## config.mk

```make
export PLATFORM = sky130hd
export DESIGN_NAME = sequenciador_leds
export DESIGN_NICKNAME = d
export VERILOG_FILES = /design/src/rtl/sequenciador_leds.sv
export SDC_FILE = /design/constraint.sdc
export NUM_CORES = 1
export LEC_CHECK = 0
export BUFFER_PORTS_ARGS = -buffer_cell sky130_fd_sc_hd__buf_2
export CAP_MARGIN = 20
export CORE_MARGIN = 2
export CORE_UTILIZATION = 47
export CTS_CLUSTER_SIZE = 10
export DETAILED_ROUTE_END_ITERATION = 12
export GPL_TIMING_DRIVEN = 0
export HOLD_SLACK_MARGIN = 0.1
export PLACE_DENSITY = 0.66
export SETUP_SLACK_MARGIN = 0.15
export SLEW_MARGIN = 15
export SYNTH_ARGS = -nofsm -noshare
export SYNTH_HDL_FRONTEND = slang
export SYNTH_SLANG_ARGS = --single-unit
```

## constraint.sdc

```tcl
create_clock -name clock -period 4.4 [get_ports clock]
set_clock_uncertainty 0.05 [all_clocks]
set_input_delay 1.32 -clock clock [delete_from_list [all_inputs] [get_ports clock]]
set_output_delay 1.32 -clock clock [all_outputs]
set_load 0.03 [all_outputs]
```

## src/rtl/sequenciador_leds.sv

```systemverilog
// LED sequence player: shows memory positions 0..rodada on the LEDs,
// each lit for T_ACESO cycles followed by a T_APAGADO dark gap.
module sequenciador_leds #(
    parameter int T_ACESO   = 1000,
    parameter int T_APAGADO = 500
) (
    input  logic       clock,
    input  logic       reset,
    input  logic       iniciar,
    input  logic [3:0] rodada,
    input  logic [3:0] dado,
    output logic [3:0] endereco,
    output logic [3:0] leds,
    output logic       ativo,
    output logic       pronto,
    output logic [3:0] db_estado
);

    typedef enum logic [3:0] {
        INICIAL = 4'd0,
        PREPARA = 4'd1,
        ACENDE  = 4'd2,
        APAGA   = 4'd3,
        PROXIMO = 4'd4,
        FIM     = 4'd5
    } estado_t;

    localparam logic [15:0] LIM_ACESO   = 16'(T_ACESO - 1);
    localparam logic [15:0] LIM_APAGADO = 16'(T_APAGADO - 1);

    estado_t     estado;
    estado_t     proximo;
    logic [15:0] timer;
    logic [3:0]  rodada_reg;
    logic        fim_aceso;
    logic        fim_apagado;
    logic        ultimo;

    assign fim_aceso   = (timer == LIM_ACESO);
    assign fim_apagado = (timer == LIM_APAGADO);
    assign ultimo      = (endereco == rodada_reg);
    assign db_estado   = estado;

    // State register
    always_ff @(posedge clock) begin
        if (reset) begin
            estado <= INICIAL;
        end else begin
            estado <= proximo;
        end
    end

    // Next-state and output decode
    always_comb begin
        proximo = estado;
        leds    = 4'd0;
        pronto  = 1'b0;
        ativo   = 1'b1;
        case (estado)
            INICIAL: begin
                ativo = 1'b0;
                if (iniciar) begin
                    proximo = PREPARA;
                end
            end
            PREPARA: proximo = ACENDE;
            ACENDE: begin
                leds = dado;
                if (fim_aceso) begin
                    proximo = APAGA;
                end
            end
            APAGA: begin
                if (fim_apagado) begin
                    proximo = ultimo ? FIM : PROXIMO;
                end
            end
            PROXIMO: proximo = ACENDE;
            FIM: begin
                pronto  = 1'b1;
                proximo = INICIAL;
            end
            default: proximo = INICIAL;
        endcase
    end

    // Timer, address counter and latched sequence length
    always_ff @(posedge clock) begin
        if (reset) begin
            timer      <= 16'd0;
            endereco   <= 4'd0;
            rodada_reg <= 4'd0;
        end else begin
            case (estado)
                INICIAL: begin
                    timer    <= 16'd0;
                    endereco <= 4'd0;
                    if (iniciar) begin
                        rodada_reg <= rodada;
                    end
                end
                PREPARA: begin
                    timer    <= 16'd0;
                    endereco <= 4'd0;
                end
                ACENDE: begin
                    timer <= fim_aceso ? 16'd0 : timer + 16'd1;
                end
                APAGA: begin
                    timer <= fim_apagado ? 16'd0 : timer + 16'd1;
                end
                PROXIMO: begin
                    timer    <= 16'd0;
                    endereco <= endereco + 4'd1;
                end
                FIM: begin
                    timer    <= 16'd0;
                    endereco <= 4'd0;
                end
                default: begin
                    timer    <= 16'd0;
                    endereco <= 4'd0;
                end
            endcase
        end
    end

endmodule

```

### Word-level counts from Yosys, hierarchy flattened

Index checks and enable logic that the tools add are counted.
Widths: inputs -> output; s select.

| word-level totals | value |
|---|---|
| logic and storage cells | 34 |
| input bits | 11 |
| flip-flop bits (word level) | 28 |
| output and inout bits | 14 |

| cells by class | value |
|---|---|
| mux-type cells | 12 |
| add/sub/neg operators | 2 |
| reduce and logical (&&, ||, !) cells | 5 |
| equal/unequal tests | 11 |

Operators by type and width:

| cell | number |
|---|---|
| $mux 16 | 2 |
| $pmux 16 s2 | 1 |
| $add 16x1->16 const B | 1 |
| $eq 16x10->1 const B | 1 |
| $eq 16x9->1 const B | 1 |
| $mux 4 | 4 |
| $pmux 4 s4 | 1 |
| $eq 4x2->1 const B | 2 |
| $eq 4x3->1 const B | 2 |
| $pmux 4 s2 | 1 |
| $ne 2x2->1 const B | 3 |
| $add 4x1->4 const B | 1 |
| $eq 4x1->1 const B | 1 |
| $eq 4x4->1 | 1 |
| $logic_not 4->1 | 1 |
| $reduce_or 2->1 | 2 |
| $mux 1 | 3 |
| $reduce_and 3->1 | 1 |
| $reduce_and 2->1 | 1 |

### Depth between registers and ports, before layout

Gate-level depths: netlist (run 1).

| logic depth | value |
|---|---|
| depth in word-level cells | 4 |
| mapped depth | 6 |
| gate-level depth less buffers | 5 |

### Worst setup path after synthesis (run 1)

No wires, ideal clock.

| timing path | value |
|---|---|
| path type | input to output |
| start | in dado[0] |
| end | out leds[0] |
| path buffers | 0 |
| setup slack | 1.434 ns |
| stages | 1 |
| required time | 3.030 ns |
| data arrival time | 1.596 ns |
| path through | and2_1 |

| on the way | value |
|---|---|
| cells in the longest elaborated chain, start to end | 1 |

Ends and longest elaborated chain:

| what | line | text |
|---|---|---|
| start: declaration | 11 | `input logic [3:0] dado,` |
| $mux 4 | 59 | `case (estado)` |
| end: declaration | 13 | `output logic [3:0] leds,` |

No other way between the ends.

### Worst setup path in the final report (run 1)

| timing path | value |
|---|---|
| start | reg estado[1] (netlist: db_estado[1]) |
| end | out leds[2] |

| on the way | value |
|---|---|
| cells in the longest elaborated chain, start to end | 2 |

Ends and longest elaborated chain:

| what | line | text |
|---|---|---|
| start: declaration | 31 | `estado_t estado;` |
| start signal: assignment | 49 | `estado <= proximo;` |
| $eq 4x2->1 | 59 |  |
| $mux 4 | 59 |  |

No other way between the ends.

==> run metrics, run 1 <==
DRC viols=0; Crit path buffers/inverters=1; DIE WIDTH=58.2 µm; critical setup path kind=flop to primary output; Initial Util=49.7%; worst r2r src=timer[0]$_SDFF_PP0_; crit path capture type=primary output; clock buffer depth=2; Min-Delay Path Depth=1; WL/cell=13.5 µm; Synth top area share=39.1%; most frequent CP cell=and2b_1; Vias=1182; Max Transition Viols Final=0; run status=completed; antenna violations before repair=0; CP Launch Type=flop; Hold WS=465 ps; EDFF count, synth=0; Boundary Pins=25; top cell family by delay on the critical path=simple AND/OR/NAND/NOR gates; combinational share of power=41.6%; largest net degree at the start of global routing=15; Worst EP required=3030 ps; Hold Path Class=flop to flop; share of cells above drive strength 1=20.8%; most frequent cells in the layout=dfxtp_1 (27), buf_2 (23), nor3_1 (16); register area share after synthesis=39.1%; reg2reg end=timer[12]$_SDFF_PP0_; root buffer cell=clkbuf_4; FF-to-FF setup slack=2270 ps; clock slew at reported path FFs=150 ps; total CTS buffers=3; syn_area_per_cell=9.15 µm²; crit-path max FO=9; Rows=19; Synth area leader=dfxtp_1; DRT iter0 DRCs=38; Final TNS setup=0 ps; ys flop type=dfxtp_1; Fillers=259; fin worst setup slack=1300 ps; Post-CTS Hold Fix Bufs=0; ant diodes=0; Synth Warn #=0; global placer's final weighted congestion=0.852; total power draw=0.664 mW; Cell Pwr Density=425 nW/µm²; Final Hold Viols=0; # Post-CTS Setup Buffers=0; RSZ-0062 raised after global routing=no; Core ar.=2780 µm²; TritonRoute pass-1 iters=4; post-cts sizing count=0; hpwl dp=2.19 mm; Cell Int Power=0.390 mW; hold worst-path end=timer[0]$_SDFF_PP0_; worst-path cell chain=and2b_1, and2b_1, and2_1, buf_2; vias in the first global route=1120; Largest register FFs=16; worst path arrival time=1730 ps; Synth Register Bits=27; Layout area overhead=13.0%; syn nets=164; depth of the most critical reg-to-reg path=6; IO Port Bufs=23; Worst path slowest cell=dfxtp_1; post-synth design cell area=1380 µm²; clock sinks=27; Max-Cap Viols=0; worst slack, placed=1310 ps; Antenna Nets Post-Route=0; wire length of the first global-routing pass=4.83 mm; Final min period=3100 ps; Psw=0.275 mW; share of flip-flops with an asynchronous set or reset=0%; final wirelength=2.82 mm; maximum vdd ir drop=318 µV; CTS tree=yes; die area=3390 µm²; synth top area cells=dfxtp_1 (39%), xnor2_1 (6.3%), nor3_1 (5.8%), xor2_1 (5.1%), mux2i_1 (3.6%); Max Fclk=0.322 GHz; nets=192; CP peak stage delay=480 ps; Hold Path Origin=timer[0]$_SDFF_PP0_; H-tree Lvls=1; die height=58.2 µm; static leakage=0.604 nW; GRT overflow=0; endpoints failing setup=0; Skew-Pair Late Insertion Delay=320 ps; clock share of power=16.0%; Stages on worst setup path=4; total track usage=18.1%; Reg power frac=42.4%; leading cell type in the layout, fill and taps excluded=dfxtp_1; count of different cell masters after synthesis=40; Via density=5.66; cell count after synthesis=151; Sw Share=41.3%; Tcrit/Tclk final=70.5%
## final cells by class
cell class / count / area (µm²) / share of cell area [%]
Multi-Input combinational cell: 115 / 800 / 51.2
Sequential cell: 27 / 541 / 34.6
Timing Repair Buffer: 23 / 115 / 7.37
Tap cell: 31 / 38.8 / 2.48
Buffer: 7 / 33.8 / 2.16
Clock buffer: 4 / 26.3 / 1.68
Inverter: 2 / 7.51 / 0.481
## cell families after synthesis
group,after synthesis,synth area share (%)
AND/OR/NAND/NOR,74,32.2
flip-flops,27,39.1
XOR/XNOR,18,11.4
AO/OA/AOI/OAI,15,8.52
buffers and inverters,9,2.99
multiplexers,5,3.62
adder cells (fa/ha/maj),2,1.81
other,1,0.271
## through the flow
| step | util, % | instances | instance area (µm²) |
|---|---|---|---|
| 2_1_floorplan | - | 151 | 1380 |
| 3_3_place_gp | 55.2 | 205 | 1540 |
| 3_5_place_dp | 55.2 | 205 | 1540 |
| 4_1_cts | 56.1 | 209 | 1560 |
| 5_1_grt | 56.1 | 209 | 1560 |
| 6_report | 56.1 | 209 | 1560 |
## per-layer routing
metal / part of all wire (%) / GRT usage (%)
met1: 49 / 25.2
met2: 47 / 28.9
met3: 3.8 / 2.46
met4: 0.43 / 5.98
met5: 0 / 0
## synthesized netlist by cell type (2+ instances only)
cell,count
o21ai_0,4
nor3_1,16
nor2_1,12
nand3_2,2
clkbuf_1,4
a21oi_1,3
ha_1,2
a32oi_1,3
inv_1,2
and4_1,2
xor2_1,8
mux2i_1,5
nor4_1,3
and2b_1,2
nand2_1,7
nor4b_1,4
xnor2_1,10
nand3_1,3
dfxtp_1,27
buf_4,2
nand4_1,3
or3_1,4
and2_1,5
nand2b_1,2
## power groups by stage
| stage | clock (mW) | combinational [mW] | sequential (mW) |
|---|---|---|---|
| floorplan | 0 | 0.190 | 0.304 |
| global placement | 0 | 0.270 | 0.286 |
| detailed placement | 0 | 0.278 | 0.288 |
| CTS | 0.109 | 0.279 | 0.282 |
| global route | 0.120 | 0.301 | 0.285 |
| finish | 0.106 | 0.276 | 0.282 |
## how the worst max path moves through the flow
| stage | slack [ps] | startpoint | end |
|---|---|---|---|
| finish | 1300 | db_estado[1]$_SDFFE_PP0P_ | leds[2] |
| global route | 1160 | db_estado[1]$_SDFFE_PP0P_ | leds[0] |
| CTS | 1280 | db_estado[1]$_SDFFE_PP0P_ | leds[2] |
| detailed placement | 1310 | dado[2] | leds[2] |
| global placement | 1330 | dado[0] | leds[0] |
| floorplan | 1430 | dado[0] | leds[0] |
No activity file was read; power rests on OpenSTA's default activity.
==> inputs of run 2 (changes only) <==
==> constraint.sdc (replaced) <==
create_clock -name clock -period 2.9 [get_ports clock]
set_clock_uncertainty 0.05 [all_clocks]
set_input_delay 0.87 -clock clock [delete_from_list [all_inputs] [get_ports clock]]
set_output_delay 0.87 -clock clock [all_outputs]
set_load 0.03 [all_outputs]
==> run metrics, run 2 (same netlist as run 1, synthesis figures left out) <==
CTS tree=yes; GRT overflow=0; IO Port Bufs=23; CP Launch Type=flop; reg2reg end=timer[12]$_SDFF_PP0_; Antenna Nets Post-Route=0; post-cts sizing count=0; final wirelength=2.83 mm; Boundary Pins=25; RSZ-0062 raised after global routing=no; Fillers=258; largest net degree at the start of global routing=15; multi-input logic area=801 µm²; clock slew at reported path FFs=150 ps; # Post-CTS Setup Buffers=0; total CTS buffers=3; share of cells above drive strength 1=21.3%; hold worst-path end=timer[0]$_SDFF_PP0_; nets=192; H-tree Lvls=1; root buffer cell=clkbuf_4; ant diodes=0; DRT iter0 DRCs=38; die height=58.2 µm; FF-to-FF setup slack=770 ps; antenna violations before repair=0; combinational share of power=41.7%; Final TNS setup=0 ps; total track usage=18.1%; Sequential Area=541 µm²; crit path capture type=primary output; Worst EP required=1980 ps; Min-Delay Path Depth=1; wire length of the first global-routing pass=4.83 mm; WL/cell=13.5 µm; static leakage=0.604 nW; Post-CTS Hold Fix Bufs=0; Vias=1186; most frequent cells in the layout=dfxtp_1 (27), buf_2 (23), nor3_1 (16); Tcrit/Tclk final=89.8%; vias in the first global route=1120; run status=completed; worst r2r src=timer[0]$_SDFF_PP0_; Skew-Pair Late Insertion Delay=320 ps; clock share of power=15.9%; DIE WIDTH=58.2 µm; Core ar.=2780 µm²; Max-Cap Viols=0; Via density=5.67; Largest register FFs=16; global placer's final weighted congestion=0.852; Rows=19; Hold Path Class=flop to flop; Hold Path Origin=timer[0]$_SDFF_PP0_; TritonRoute pass-1 iters=4; Cell Int Power=0.593 mW; die area=3390 µm²; Cell Pwr Density=647 nW/µm²; DRC viols=0; worst slack, placed=601 ps; Psw=0.419 mW; leading cell type in the layout, fill and taps excluded=dfxtp_1; Max Fclk=0.384 GHz; Layout area overhead=13.1%; Max Transition Viols Final=0; clock sinks=27; Sw Share=41.4%; fin worst setup slack=296 ps; maximum vdd ir drop=483 µV; crit-path max FO=9; clock buffer depth=2; Reg power frac=42.4%; Initial Util=49.7%; Final min period=2600 ps; Final Hold Viols=0; depth of the most critical reg-to-reg path=6; endpoints failing setup=0; worst path arrival time=1680 ps; critical setup path kind=flop to primary output; hpwl dp=2.19 mm
## run 2: cell counts in the layout (fill, tap and decap cells not counted)
Identical to the previous run, type by type.
## run 2: power by group through the flow
stage                     Sequential [mW]  Clock, mW  Combinational (mW)
after CTS                           0.428      0.166               0.423
after detailed placement            0.437          0               0.421
after global placement              0.435          0               0.409
after floorplan                     0.461          0               0.288
after global routing                0.433      0.183               0.458
final                               0.429      0.161               0.422
## run 2: worst max path at each step
stage / start / to / slack, ps / depth (start not counted)
floorplan: db_estado[1]$_SDFFE_PP0P_ / leds[0] / 580 / 3
global placement: db_estado[1]$_SDFFE_PP0P_ / leds[0] / 660 / 4
detailed placement: db_estado[1]$_SDFFE_PP0P_ / leds[2] / 600 / 4
CTS: db_estado[1]$_SDFFE_PP0P_ / leds[2] / 230 / 4
global route: db_estado[1]$_SDFFE_PP0P_ / leds[0] / 190 / 4
finish: db_estado[1]$_SDFFE_PP0P_ / leds[2] / 300 / 4
## run 2: area by class of cell
type | instances | share of cell area, %
Buffer | 7 | 2.16
Clock buffer | 4 | 1.68
Inverter | 2 | 0.480
Multi-Input combinational cell | 115 | 51.2
Sequential cell | 27 | 34.6
Tap cell | 31 | 2.48
Timing Repair Buffer | 23 | 7.37
## run 2: per-stage QoR
step                hold WS [ps]  utilization [%]  instances  area [µm²]  total power, mW
floorplan                    423                -        151        1380            0.749
global placement             437             55.2        205        1540            0.844
detailed placement           452             55.2        205        1540            0.858
CTS                          471             56.1        209        1560             1.02
global route                 501             56.2        209        1560             1.07
finish                       465             56.2        209        1560             1.01
## run 2: routing by layer
layer,vias to the layer above,track usage [%],routed length [µm]
met5,-,0,0
met4,0,5.98,12
met3,2,2.46,105
met2,23,28.9,1320
met1,562,25.2,1390
li1,599,-,-
## run 2: worst max-delay path, cell delays in order (launching register included)
cell and delay (ps):
dfxtp_1 500, and2b_2 280, and2b_1 240, and2_1 160, buf_2 190
